==> src/rtl/alu_pkg.sv <==
// alu_pkg: shared encodings for the execute-stage multiply/divide unit.
package alu_pkg;
    typedef enum logic [2:0] {
        MUL    = 3'b000,
        MULH   = 3'b001,
        MULHSU = 3'b010,
        MULHU  = 3'b011,
        DIV    = 3'b100,
        DIVU   = 3'b101,
        REM    = 3'b110,
        REMU   = 3'b111
    } muldiv_op_e;
    typedef enum logic [1:0] {IDLE, CALC, FIN} muldiv_state_e;
endpackage

==> src/rtl/muldiv_unit_if.sv <==
// muldiv_unit_if: start/busy/done handshake between decode and the multiply/divide unit.
interface muldiv_unit_if #(parameter int XLEN = 32);
    logic            start;
    logic            flush;
    logic [2:0]      funct3;
    logic [XLEN-1:0] op_a;
    logic [XLEN-1:0] op_b;
    logic            busy;
    logic            done;
    logic [XLEN-1:0] result;
    modport master (output start, flush, funct3, op_a, op_b, input busy, done, result);
    modport slave  (input start, flush, funct3, op_a, op_b, output busy, done, result);
endinterface

==> src/rtl/muldiv_unit.sv <==
// muldiv_unit: iterative RV32M multiply/divide, one result or quotient bit per cycle.
module muldiv_unit
    import alu_pkg::*;
#(
    parameter int XLEN = 32
) (
    input logic          clk,
    input logic          rstn,
    muldiv_unit_if.slave bus
);
    localparam int CW = $clog2(XLEN + 1);
    muldiv_state_e     state;
    muldiv_op_e        fop;
    logic [2:0]        op;
    logic [CW-1:0]     cnt;
    logic [XLEN-1:0]   mb, ma, mbn, result, res;
    logic [2*XLEN:0]   acc, acc_nxt;
    logic [XLEN:0]     mul_sum, div_t, div_d;
    logic [2*XLEN-1:0] sel, fixed;
    logic              neg, done, a_sgn, b_sgn, div0, ovf, ge;
    // Multiply keeps the multiplier in acc's low half and shifts right; divide shifts the
    // dividend left out of the low half into the partial remainder above it.
    always_comb begin
        fop = muldiv_op_e'(bus.funct3);
        a_sgn = bus.op_a[XLEN-1] && (fop inside {MUL, MULH, MULHSU, DIV, REM});
        b_sgn = bus.op_b[XLEN-1] && (fop inside {MUL, MULH, DIV, REM});
        ma = a_sgn ? -bus.op_a : bus.op_a;
        mbn = b_sgn ? -bus.op_b : bus.op_b;
        div0 = bus.funct3[2] && bus.op_b == '0;
        ovf = (fop inside {DIV, REM}) && bus.op_a == {1'b1, {(XLEN-1){1'b0}}} && &bus.op_b;
        mul_sum = acc[2*XLEN:XLEN] + (acc[0] ? {1'b0, mb} : '0);
        div_t = acc[2*XLEN-1:XLEN-1];
        div_d = div_t - {1'b0, mb};
        ge = div_t >= {1'b0, mb};
        acc_nxt = op[2] ? (ge ? {div_d, acc[XLEN-2:0], 1'b1} : {div_t, acc[XLEN-2:0], 1'b0})
                        : {1'b0, mul_sum, acc[XLEN-1:1]};
        sel = op[2] ? {{XLEN{1'b0}}, op[1] ? acc[2*XLEN-1:XLEN] : acc[XLEN-1:0]} : acc[2*XLEN-1:0];
        fixed = neg ? -sel : sel;
        res = (op[2] || op == MUL) ? fixed[XLEN-1:0] : fixed[2*XLEN-1:XLEN];
    end
    always_ff @(posedge clk or negedge rstn) begin
        if (!rstn) begin
            state  <= IDLE;
            op     <= '0;
            cnt    <= '0;
            mb     <= '0;
            acc    <= '0;
            neg    <= 1'b0;
            done   <= 1'b0;
            result <= '0;
        end else begin
            done <= 1'b0;
            case (state)
                IDLE: if (bus.start && !bus.flush) begin
                    op  <= bus.funct3;
                    cnt <= '0;
                    mb  <= mbn;
                    // Special cases preload the final quotient/remainder so FIN passes them through.
                    if (div0 || ovf) begin
                        state <= FIN;
                        neg   <= 1'b0;
                        acc   <= div0 ? {1'b0, bus.op_a, {XLEN{1'b1}}} : {{(XLEN+1){1'b0}}, bus.op_a};
                    end else begin
                        state <= CALC;
                        neg   <= (fop inside {REM, REMU}) ? a_sgn : a_sgn ^ b_sgn;
                        acc   <= {{(XLEN+1){1'b0}}, ma};
                    end
                end
                CALC: if (bus.flush) begin
                    state <= IDLE;
                end else begin
                    acc   <= acc_nxt;
                    cnt   <= cnt + CW'(1);
                    state <= (cnt == CW'(XLEN - 1)) ? FIN : CALC;
                end
                FIN: begin
                    state <= IDLE;
                    if (!bus.flush) begin
                        result <= res;
                        done   <= 1'b1;
                    end
                end
                default: state <= IDLE;
            endcase
        end
    end
    assign bus.busy   = state != IDLE;
    assign bus.done   = done;
    assign bus.result = result;
endmodule

==> src/flat_wrapper.sv <==
// flat-port wrapper written by rule: the top's interface ports become plain ports
module muldiv_unit_flat import alu_pkg::*;
#(
    parameter int XLEN = 32
)
  (clk, rstn, bus_start, bus_flush, bus_funct3, bus_op_a, bus_op_b, bus_busy, bus_done, bus_result);
  muldiv_unit_if #(.XLEN(XLEN)) bus_i ();
  input logic clk;
  input logic rstn;
  input wire logic [$bits(bus_i.start)-1:0] bus_start;
  input wire logic [$bits(bus_i.flush)-1:0] bus_flush;
  input wire logic [$bits(bus_i.funct3)-1:0] bus_funct3;
  input wire logic [$bits(bus_i.op_a)-1:0] bus_op_a;
  input wire logic [$bits(bus_i.op_b)-1:0] bus_op_b;
  output wire logic [$bits(bus_i.busy)-1:0] bus_busy;
  output wire logic [$bits(bus_i.done)-1:0] bus_done;
  output wire logic [$bits(bus_i.result)-1:0] bus_result;
  assign bus_i.start = bus_start;
  assign bus_i.flush = bus_flush;
  assign bus_i.funct3 = bus_funct3;
  assign bus_i.op_a = bus_op_a;
  assign bus_i.op_b = bus_op_b;
  assign bus_busy = bus_i.busy;
  assign bus_done = bus_i.done;
  assign bus_result = bus_i.result;
  muldiv_unit #(.XLEN(XLEN)) u_core (.clk(clk), .rstn(rstn), .bus(bus_i));
endmodule
==> config.mk <==
export PLATFORM = sky130hd
export DESIGN_NAME = muldiv_unit_flat
export DESIGN_NICKNAME = d
export VERILOG_FILES = /design/src/rtl/alu_pkg.sv /design/src/rtl/muldiv_unit_if.sv /design/src/rtl/muldiv_unit.sv /design/src/flat_wrapper.sv
export SDC_FILE = /design/constraint.sdc
export NUM_CORES = 1
export LEC_CHECK = 0
export CAP_MARGIN = 20
export CORE_ASPECT_RATIO = 1.2
export CORE_MARGIN = 2
export CORE_UTILIZATION = 40
export CTS_BUF_LIST = sky130_fd_sc_hd__clkbuf_8 sky130_fd_sc_hd__clkbuf_16
export DETAILED_ROUTE_END_ITERATION = 12
export PLACE_DENSITY = 0.62
export SLEW_MARGIN = 40
export SYNTH_ARGS = -nofsm -noshare
export SYNTH_HDL_FRONTEND = slang
export SYNTH_SLANG_ARGS = --single-unit
==> constraint.sdc <==
create_clock -name clk -period 6.4 [get_ports clk]
set_input_delay 1.28 -clock clk [delete_from_list [all_inputs] [get_ports clk]]
set_output_delay 1.28 -clock clk [all_outputs]
set_load 0.01 [all_outputs]
Word level (Yosys, flattened, before mapping)
Cells that the tools add are included.
{"block": "classes", "addsub": 6, "muxes": 26, "n_lt_le_gt_ge": 1, "n_bitwise": 2, "n_reduce_logical": 23, "n_eq_ne": 11}
{"op": "$mux 65", "count": 5}
{"op": "$mux 64", "count": 3}
{"op": "$mux 32", "count": 5}
{"op": "$pmux 65 s2", "count": 1}
{"op": "$neg 32->32", "count": 2}
{"op": "$neg 64->64", "count": 1}
{"op": "$add 33x33->33", "count": 1}
{"op": "$ge 33x32->1", "count": 1}
{"op": "$sub 33x32->33", "count": 1}
{"op": "$eq 32x32->1 const B", "count": 1}
{"op": "$logic_not 32->1", "count": 1}
{"op": "$reduce_and 32->1", "count": 1}
{"op": "$mux 6", "count": 2}
{"op": "$pmux 6 s2", "count": 1}
{"op": "$eq 3x3->1 const B", "count": 3}
{"op": "$mux 2", "count": 4}
{"op": "$reduce_bool 2->1", "count": 4}
{"op": "$add 6x1->6 const B", "count": 1}
{"op": "$eq 6x5->1 const B", "count": 1}
{"op": "$logic_and 1x1->1", "count": 6}
{"op": "$logic_not 3->1", "count": 2}
{"op": "$reduce_bool 5->1", "count": 1}
{"op": "$mux 1", "count": 4}
{"op": "$pmux 2 s2", "count": 1}
{"op": "other kinds (14)", "count": 16}
{"block": "totals", "inputBits": 71, "regBits": 142, "word_cells": 77}

Longest topological paths before layout
Gate-level depths: netlist (run 1).
{"block": "logic_depth", "depth_word": 8, "depth_mapped": 15, "ltp_nobuf": 13}

Worst setup path after synthesis (run 1)
OpenSTA, ideal clock, no wires.
{"block": "synth_path", "kind": "register -> register", "from": "reg u_core.op[1]", "to": "reg u_core.result[12], in the netlist u_core.bus.result[12]", "period_less_slack_ns": 3.942, "t_required_ns": 6.266, "setup_ns": 0.134, "path_stages_with_launch": 16, "path_buffers": 4, "arrival_time_ns": 3.808, "path_slack_ns": 2.458, "cell_sequence": "dfrtp_1 buf_6 nand2_4 clkbuf_1 clkbuf_1 mux2i_1 ha_1 o21ai_0 nor3_1 nand4_1 or2_2 clkbuf_1 nor2_1 mux2_2 a221oi_1 o21ai_0"}
{"block": "synth_between", "elab_chain_len": 5}
{"item": "start: declaration", "line_no": "muldiv_unit.sv:14", "text": "logic [2:0] op;"}
{"item": "start signal: assignment", "line_no": "muldiv_unit.sv:55", "text": "op <= bus.funct3;"}
{"item": "$mux 32", "line_no": "muldiv_unit.sv:37", "text": "sel = op[2] ? {{XLEN{1'b0}}, op[1] ? acc[2*XLEN-1:XLEN] : acc[XLEN-1:0]} : acc[2*XLEN-1:0];"}
{"item": "$mux 64", "line_no": "muldiv_unit.sv:37"}
{"item": "$neg 64->64", "line_no": "muldiv_unit.sv:38", "text": "fixed = neg ? -sel : sel;"}
{"item": "$mux 64", "line_no": "muldiv_unit.sv:38"}
{"item": "$mux 32 (*)", "line_no": "muldiv_unit.sv:39", "text": "res = (op[2] || op == MUL) ? fixed[XLEN-1:0] : fixed[2*XLEN-1:XLEN];"}
{"item": "end signal: assignment", "line_no": "muldiv_unit.sv:79", "text": "result <= res;"}
{"item": "end: declaration", "line_no": "muldiv_unit.sv:16", "text": "logic [XLEN-1:0] mb, ma, mbn, result, res;"}
Mark *: on every way between the ends. The rest lies on a longest branch, timed or not.
A chain may end at the register's enable or synchronous reset.

Worst setup path in the final report (run 1)
{"block": "layout_path", "from": "reg u_core.op[2]", "to": "reg u_core.result[25], in the netlist u_core.bus.result[25]"}
{"block": "layout_between", "elab_chain_len": 4}
{"item": "$mux 64", "line_no": "muldiv_unit.sv:37"}
{"item": "$neg 64->64", "line_no": "muldiv_unit.sv:38"}
{"item": "$mux 64", "line_no": "muldiv_unit.sv:38"}
{"item": "$mux 32 (*)", "line_no": "muldiv_unit.sv:39"}
Marks and branches as above.

==> impl_metrics.json, run 1 <==
{
  "status": "finished, final reports clean",
  "cts_made_buffers": 17,
  "hold_buffers": 0,
  "dp_hpwl_mm": 39.6,
  "holdCritPathClass": "reg -> reg",
  "layout_common_cells": "198 x nand2_1, 180 x nor2_1, 169 x o21ai_0, 164 x a21oi_1, 141 x dfrtp_1",
  "critPathMostFrequentCell": "o21ai_1",
  "final_area_um2": 16400,
  "grt_max_degree": 91,
  "drt_iter0_drc": 1257,
  "numClockSinks": 142,
  "multiInputGateArea_um2": 10200,
  "crit_type": "reg -> reg",
  "cts.path.max_buffers": 2,
  "clock.fmax_mhz": 215,
  "utilization_pct": 45.8,
  "setup_ws_ns": 1.75,
  "drv_slew": 0,
  "fillers": 3629,
  "grt_pass1_vias": 14256,
  "critPathMaxStageDelay_ns": 0.86,
  "crit_slowest_cell": "dfrtp_4",
  "setup_violations": 0,
  "tightestPinTransition_ns": 0.845,
  "rsz0062_at_grt": "no",
  "cts_resized": 0,
  "vias": 14681,
  "wl_mm": 51.2,
  "dp.cells": 2386,
  "synth_top_area_share_pct": 24.6,
  "cp.arrival_ns": 5.02,
  "pin_count": 105,
  "finalSetupTns_ns": 0,
  "cts_tree": "done",
  "fin_crit_sh_pct": 72.6,
  "synth_largest_area_cell": "dfrtp_1",
  "wire_per_inst_um": 21.2,
  "synthesis.area_um2": 14500,
  "io_buffers": 104,
  "antenna_found_initial": 0,
  "cts.htree.levels": 4,
  "synthCells": 1913,
  "postCtsSetupBuffers": 0,
  "ys_async_sr_fraction_pct": 100,
  "fin_crit_ns": 4.65,
  "hold_viol": 0,
  "final_nets": 2079,
  "fin_skew_ns": 0.0118,
  "p_leak_nw": 6.76,
  "avgViaCountPerCell": 6.08,
  "first_pass_iters": 6,
  "required_ns": 6.78,
  "synth-seq-area-share_pct": 24.6,
  "dieArea_um2": 37700,
  "synth_cell_type_count": 82,
  "synth_area_leaders": "dfrtp_1 25%, xnor2_1 6.4%, ha_1 6.0%, o21ai_0 5.8%, a21oi_1 5.7%",
  "post_dp_cell_area_um2": 15800,
  "critPathCaptureType": "flip-flop",
  "final_cells": 2415,
  "grt_usage_pct": 27.3,
  "start_kind": "flip-flop",
  "die_h_um": 212,
  "cts_root_buf": "clkbuf_16",
  "num_antenna_cells": 0,
  "overflow": 0,
  "floorplan.rows": 76,
  "post-place-ws_ns": 1.49,
  "ant_nets": 0,
  "area_delta_synth_final_pct": 13.2,
  "grt_pass1_wl_mm": 80.1,
  "final_common_cell": "nand2_1",
  "synth_fp_nets": 2055,
  "slew-limit-headroom_pct": 43.7,
  "gp_congestion": 1.01,
  "ir_drop_uv": 201,
  "yosysWarningCount": 0,
  "crit_fanout": 53,
  "die_w_um": 178,
  "clk_pin_slew_ns": 0.06,
  "maxCapViolCount": 0,
  "register_area_um2": 3560,
  "ys_ff_latch": 142,
  "synth_ff_type": "dfrtp_1",
  "layout-drive-gt1-share_pct": 4.83,
  "start_util_pct": 40.4,
  "drc": 0,
  "crit_chain": "nand2_4 -> mux2_4 -> or4_4 -> or4b_4 -> or4_1 -> o41ai_4 -> xnor2_1 -> o21ai_1 -> o21ai_1",
  "core_um2": 35800,
  "power.density_nw_per_um2": 353,
  "clkLatencyLatePin_ns": 0.46,
  "synth_edf_count": 0,
  "avgSynthCellArea_um2": 7.56
}
-- cell type report --
cell class | instances | share of cell area (%)
Inverter | 73 | 1.67
Tap cell | 468 | 3.58
Clock inverter | 8 | 0.275
Timing Repair Buffer | 129 | 7.56
Clock buffer | 21 | 2.93
Multi-Input combinational cell | 1574 | 62.3
Sequential cell | 142 | 21.7
-- state kept, by name, summed over array words and instances (netlist names) --
signal,cells
u_core.acc,65
u_core.bus.done,1
u_core.bus.result,32
u_core.cnt,6
u_core.mb,32
u_core.neg,1
u_core.op,3
u_core.state,2
-- report_power, final --
group	leakage, nW	switching, mW	internal [mW]
combinational	4.70	2.04	1.31
clock	0.261	0.405	0.523
sequential	1.80	0.440	1.06
total	6.76	2.89	2.90
-- routing by layer --
layer | share of wire [%] | up-vias | GRT usage (%)
li1 | - | 7066 | -
met5 | 0 | - | 0
met2 | 47 | 609 | 45.1
met1 | 42 | 6888 | 34.8
met3 | 5.8 | 118 | 3.22
met4 | 4.9 | 0 | 14.2
-- cell usage after synthesis, types with 6 or more instances --
cell / n
o22ai_1: 11
a31oi_1: 26
nor2_1: 183
xor2_1: 63
and2_1: 11
mux2_2: 9
o31ai_1: 26
mux2i_1: 57
nand3_1: 44
o221ai_1: 16
dfrtp_1: 142
a211oi_1: 31
or3_1: 14
or2_2: 6
clkbuf_1: 107
buf_1: 10
inv_1: 71
ha_1: 69
o211ai_1: 15
nor4_1: 23
nand2_1: 198
a211o_1: 6
o2111ai_1: 7
a21o_1: 35
and3_1: 26
o31a_1: 6
o21a_1: 13
a22oi_1: 9
nand2b_1: 9
o21ai_0: 169
a21oi_1: 164
xnor2_1: 105
nand4_1: 22
nor2b_1: 13
or4_1: 7
a221oi_1: 26
o41ai_1: 14
nor3_1: 47
o21bai_1: 9
-- worst paths after layout --
path                            cells after the start  slack, ns                                end                 startpoint
worst min register to register                      2       0.48          u_core.mb[21]$_DFFE_PN0P_  u_core.mb[21]$_DFFE_PN0P_
worst min-delay path                                2       0.48          u_core.mb[21]$_DFFE_PN0P_  u_core.mb[21]$_DFFE_PN0P_
worst max register to register                      9       1.75  u_core.bus.result[25]$_DFFE_PN0P_   u_core.op[2]$_DFFE_PN0P_
min in group asynchronous                           1       0.84   u_core.bus.result[0]$_DFFE_PN0P_                       rstn
worst max-delay path                                9       1.75  u_core.bus.result[25]$_DFFE_PN0P_   u_core.op[2]$_DFFE_PN0P_
max in group asynchronous                           2       4.31           u_core.op[2]$_DFFE_PN0P_                       rstn
-- logic make-up (layout without fill, tap and decap cells) --
logic type	after synthesis	after routing	share of synthesized area, %
AOI/OAI and AO/OA	637	637	28.3
and+or+nand+nor	631	631	20.6
buffers and inverters	197	231	5.30
xor gates and xnor gates	168	168	10.2
DFF	142	142	24.6
adders and majority gates	71	71	6.25
muxes	67	67	4.75
-- through the flow --
step                power [mW]  hold WS [ns]
finish                    5.78         0.478
global placement          4.75         0.463
global route              6.20         0.506
floorplan                 3.79         0.450
CTS                       5.72         0.482
detailed placement        4.77         0.470
-- worst max-delay path: cells and delay by family, from the launching register on --
| kind | cells | cell delay (ns) |
|---|---|---|
| AO/OA/AOI/OAI | 3 | 0.69 |
| XOR/XNOR | 1 | 0.17 |
| flip-flops | 1 | 0.86 |
| multiplexers | 1 | 0.42 |
| AND/OR/NAND/NOR | 4 | 2.41 |
(Power assumes the default switching activity.)
==> run 2, diff against run 1 <==
==> constraint.sdc (replaced) <==
create_clock -name clk -period 4.7 [get_ports clk]
set_input_delay 0.94 -clock clk [delete_from_list [all_inputs] [get_ports clk]]
set_output_delay 0.94 -clock clk [all_outputs]
set_load 0.01 [all_outputs]
==> run 2 against run 1 <==
  * Flip-flop and latch count unchanged
  * Count of clock-buffer cells in the layout up 2
  * Combinational power up 42%
  * Clock skew down 0.0047 ns
  * Sequential power increased by 31%
  * Register-to-register slack got worse by 1.1 ns
  * Routed wire length grew 2.1%
  * First-iteration DRC count decreased by 5.5%
  * Setup slack got worse by 1.2 ns
  * Total power rose by 39%
  * Sequential share of layout area decreased by 0.37 points
  * Largest cell class unchanged
  * Largest power group unchanged
==> impl_metrics.json, run 2 (synthesis results as in run 1) <==
{
  "status": "finished, final reports clean",
  "cts.path.max_buffers": 2,
  "dp.cells": 2415,
  "holdCritPathClass": "reg -> reg",
  "cts_resized": 0,
  "io_buffers": 104,
  "crit_type": "in -> reg",
  "grt_max_degree": 112,
  "fin_total_pwr_mw": 8.07,
  "postCtsSetupBuffers": 0,
  "tightestPinTransition_ns": 0.735,
  "p_leak_nw": 6.96,
  "final_area_um2": 16700,
  "clk_pin_slew_ns": 0.06,
  "required_ns": 5.08,
  "layout-drive-gt1-share_pct": 6.16,
  "wl_mm": 52.2,
  "largestRegisters": "u_core.acc: 65 flops, u_core.bus.result: 32 flops, u_core.mb: 32 flops",
  "fin_skew_ns": 0.00712,
  "grt_pass1_vias": 14314,
  "die_h_um": 212,
  "fillers": 3654,
  "overflow": 0,
  "hold_viol": 0,
  "dieArea_um2": 37700,
  "clock.fmax_mhz": 242,
  "numClockSinks": 142,
  "crit_fanout": 13,
  "rsz0062_at_grt": "no",
  "setup_ws_ns": 0.575,
  "setup_violations": 0,
  "multiInputGateArea_um2": 10200,
  "grt_pass1_wl_mm": 81.0,
  "num_antenna_cells": 0,
  "post-place-ws_ns": 0.309,
  "layout_common_cells": "198 x nand2_1, 180 x nor2_1, 169 x o21ai_0, 164 x a21oi_1, 141 x dfrtp_1",
  "fin_crit_sh_pct": 87.8,
  "utilization_pct": 46.6,
  "critPathCaptureType": "flip-flop",
  "antenna_found_initial": 0,
  "hold_buffers": 0,
  "grt_usage_pct": 27.7,
  "top_register": "u_core.acc",
  "floorplan.rows": 76,
  "vias": 14883,
  "gp_congestion": 0.967,
  "wire_per_inst_um": 21.3,
  "register_area_um2": 3560,
  "cts.htree.levels": 4,
  "clkLatencyLatePin_ns": 0.44,
  "cp.arrival_ns": 4.50,
  "dp_hpwl_mm": 40.6,
  "core_um2": 35800,
  "post_dp_cell_area_um2": 16100,
  "drt_iter0_drc": 1188,
  "fin_crit_ns": 4.13,
  "slew-limit-headroom_pct": 50.4,
  "area_delta_synth_final_pct": 15.2,
  "cts_tree": "done",
  "final_cells": 2447,
  "drc": 0,
  "maxCapViolCount": 0,
  "first_pass_iters": 5,
  "power.density_nw_per_um2": 484,
  "drv_slew": 0,
  "start_kind": "primary input",
  "final_common_cell": "nand2_1",
  "largest_reg_flops": 65,
  "start_util_pct": 40.4,
  "cts_made_buffers": 17,
  "die_w_um": 178,
  "pin_count": 105,
  "final_nets": 2108,
  "ir_drop_uv": 257,
  "cts_root_buf": "clkbuf_16",
  "avgViaCountPerCell": 6.08,
  "ant_nets": 0
}
==> run 2: changes by cell type in the layout (fill, tap and decap cells not counted), moves of 2 or more <==
cell,before,now
clkinv_2,3,5
clkinvlp_4,3,0
buf_4,24,51
buf_12,0,2
clkbuf_8,4,6
==> run 2: routing by layer <==
layer	wire length [um]	track usage (%)	vias to the layer above	share of wire [%]
met2	24500	46.1	563	47
met4	2500	13.7	0	4.8
met3	2630	3.06	124	5.0
met1	22600	35.5	7056	43
met5	0	0	-	0
li1	-	-	7140	-
==> run 2: path summary, 6_finish.rpt <==
check / startpoint / to / slack [ns] / cells past startpoint
min in group asynchronous: rstn / u_core.bus.result[3]$_DFFE_PN0P_ / 0.49 / 1
max in group asynchronous: rstn / u_core.cnt[4]$_DFFE_PN0P_ / 3.33 / 2
max: bus_op_a[24] / u_core.acc[4]$_DFFE_PN0P_ / 0.57 / 10
max reg2reg: u_core.acc[31]$_DFFE_PN0P_ / u_core.acc[64]$_DFFE_PN0P_ / 0.67 / 13
min: u_core.bus.result[1]$_DFFE_PN0P_ / u_core.bus.result[1]$_DFFE_PN0P_ / 0.48 / 2
min reg2reg: u_core.bus.result[1]$_DFFE_PN0P_ / u_core.bus.result[1]$_DFFE_PN0P_ / 0.48 / 2
==> run 2: power breakdown <==
part | switching [mW] | internal [mW] | total (mW)
logic | 2.90 | 1.86 | 4.76
clock network | 0.548 | 0.802 | 1.35
registers | 0.508 | 1.45 | 1.96
==> run 2: cell type report <==
cell class                      instances  area share, %
Sequential cell                       142           21.4
Inverter                               73           1.64
Clock inverter                          9          0.398
Clock buffer                           23           3.05
Timing Repair Buffer                  158           8.98
Tap cell                              468           3.52
Multi-Input combinational cell       1574           61.1
==> run 2: per-stage QoR <==
stage / hold WS, ns / setup TNS [ns]
after floorplan: 0.450 / 0
after global routing: 0.499 / 0
after detailed placement: 0.469 / 0
final: 0.476 / 0
after CTS: 0.483 / 0
after global placement: 0.464 / -0.319
==> run 2: critical path: stages <==
cell,delay (ns)
clkdlybuf4s50_1,0.55
or4_1,0.66
nor4_2,0.51
nand4_1,0.42
nor2_1,0.35
or2_2,0.38
a21oi_1,0.12
xnor2_1,0.14
a221oi_1,0.29
a21o_1,0.12
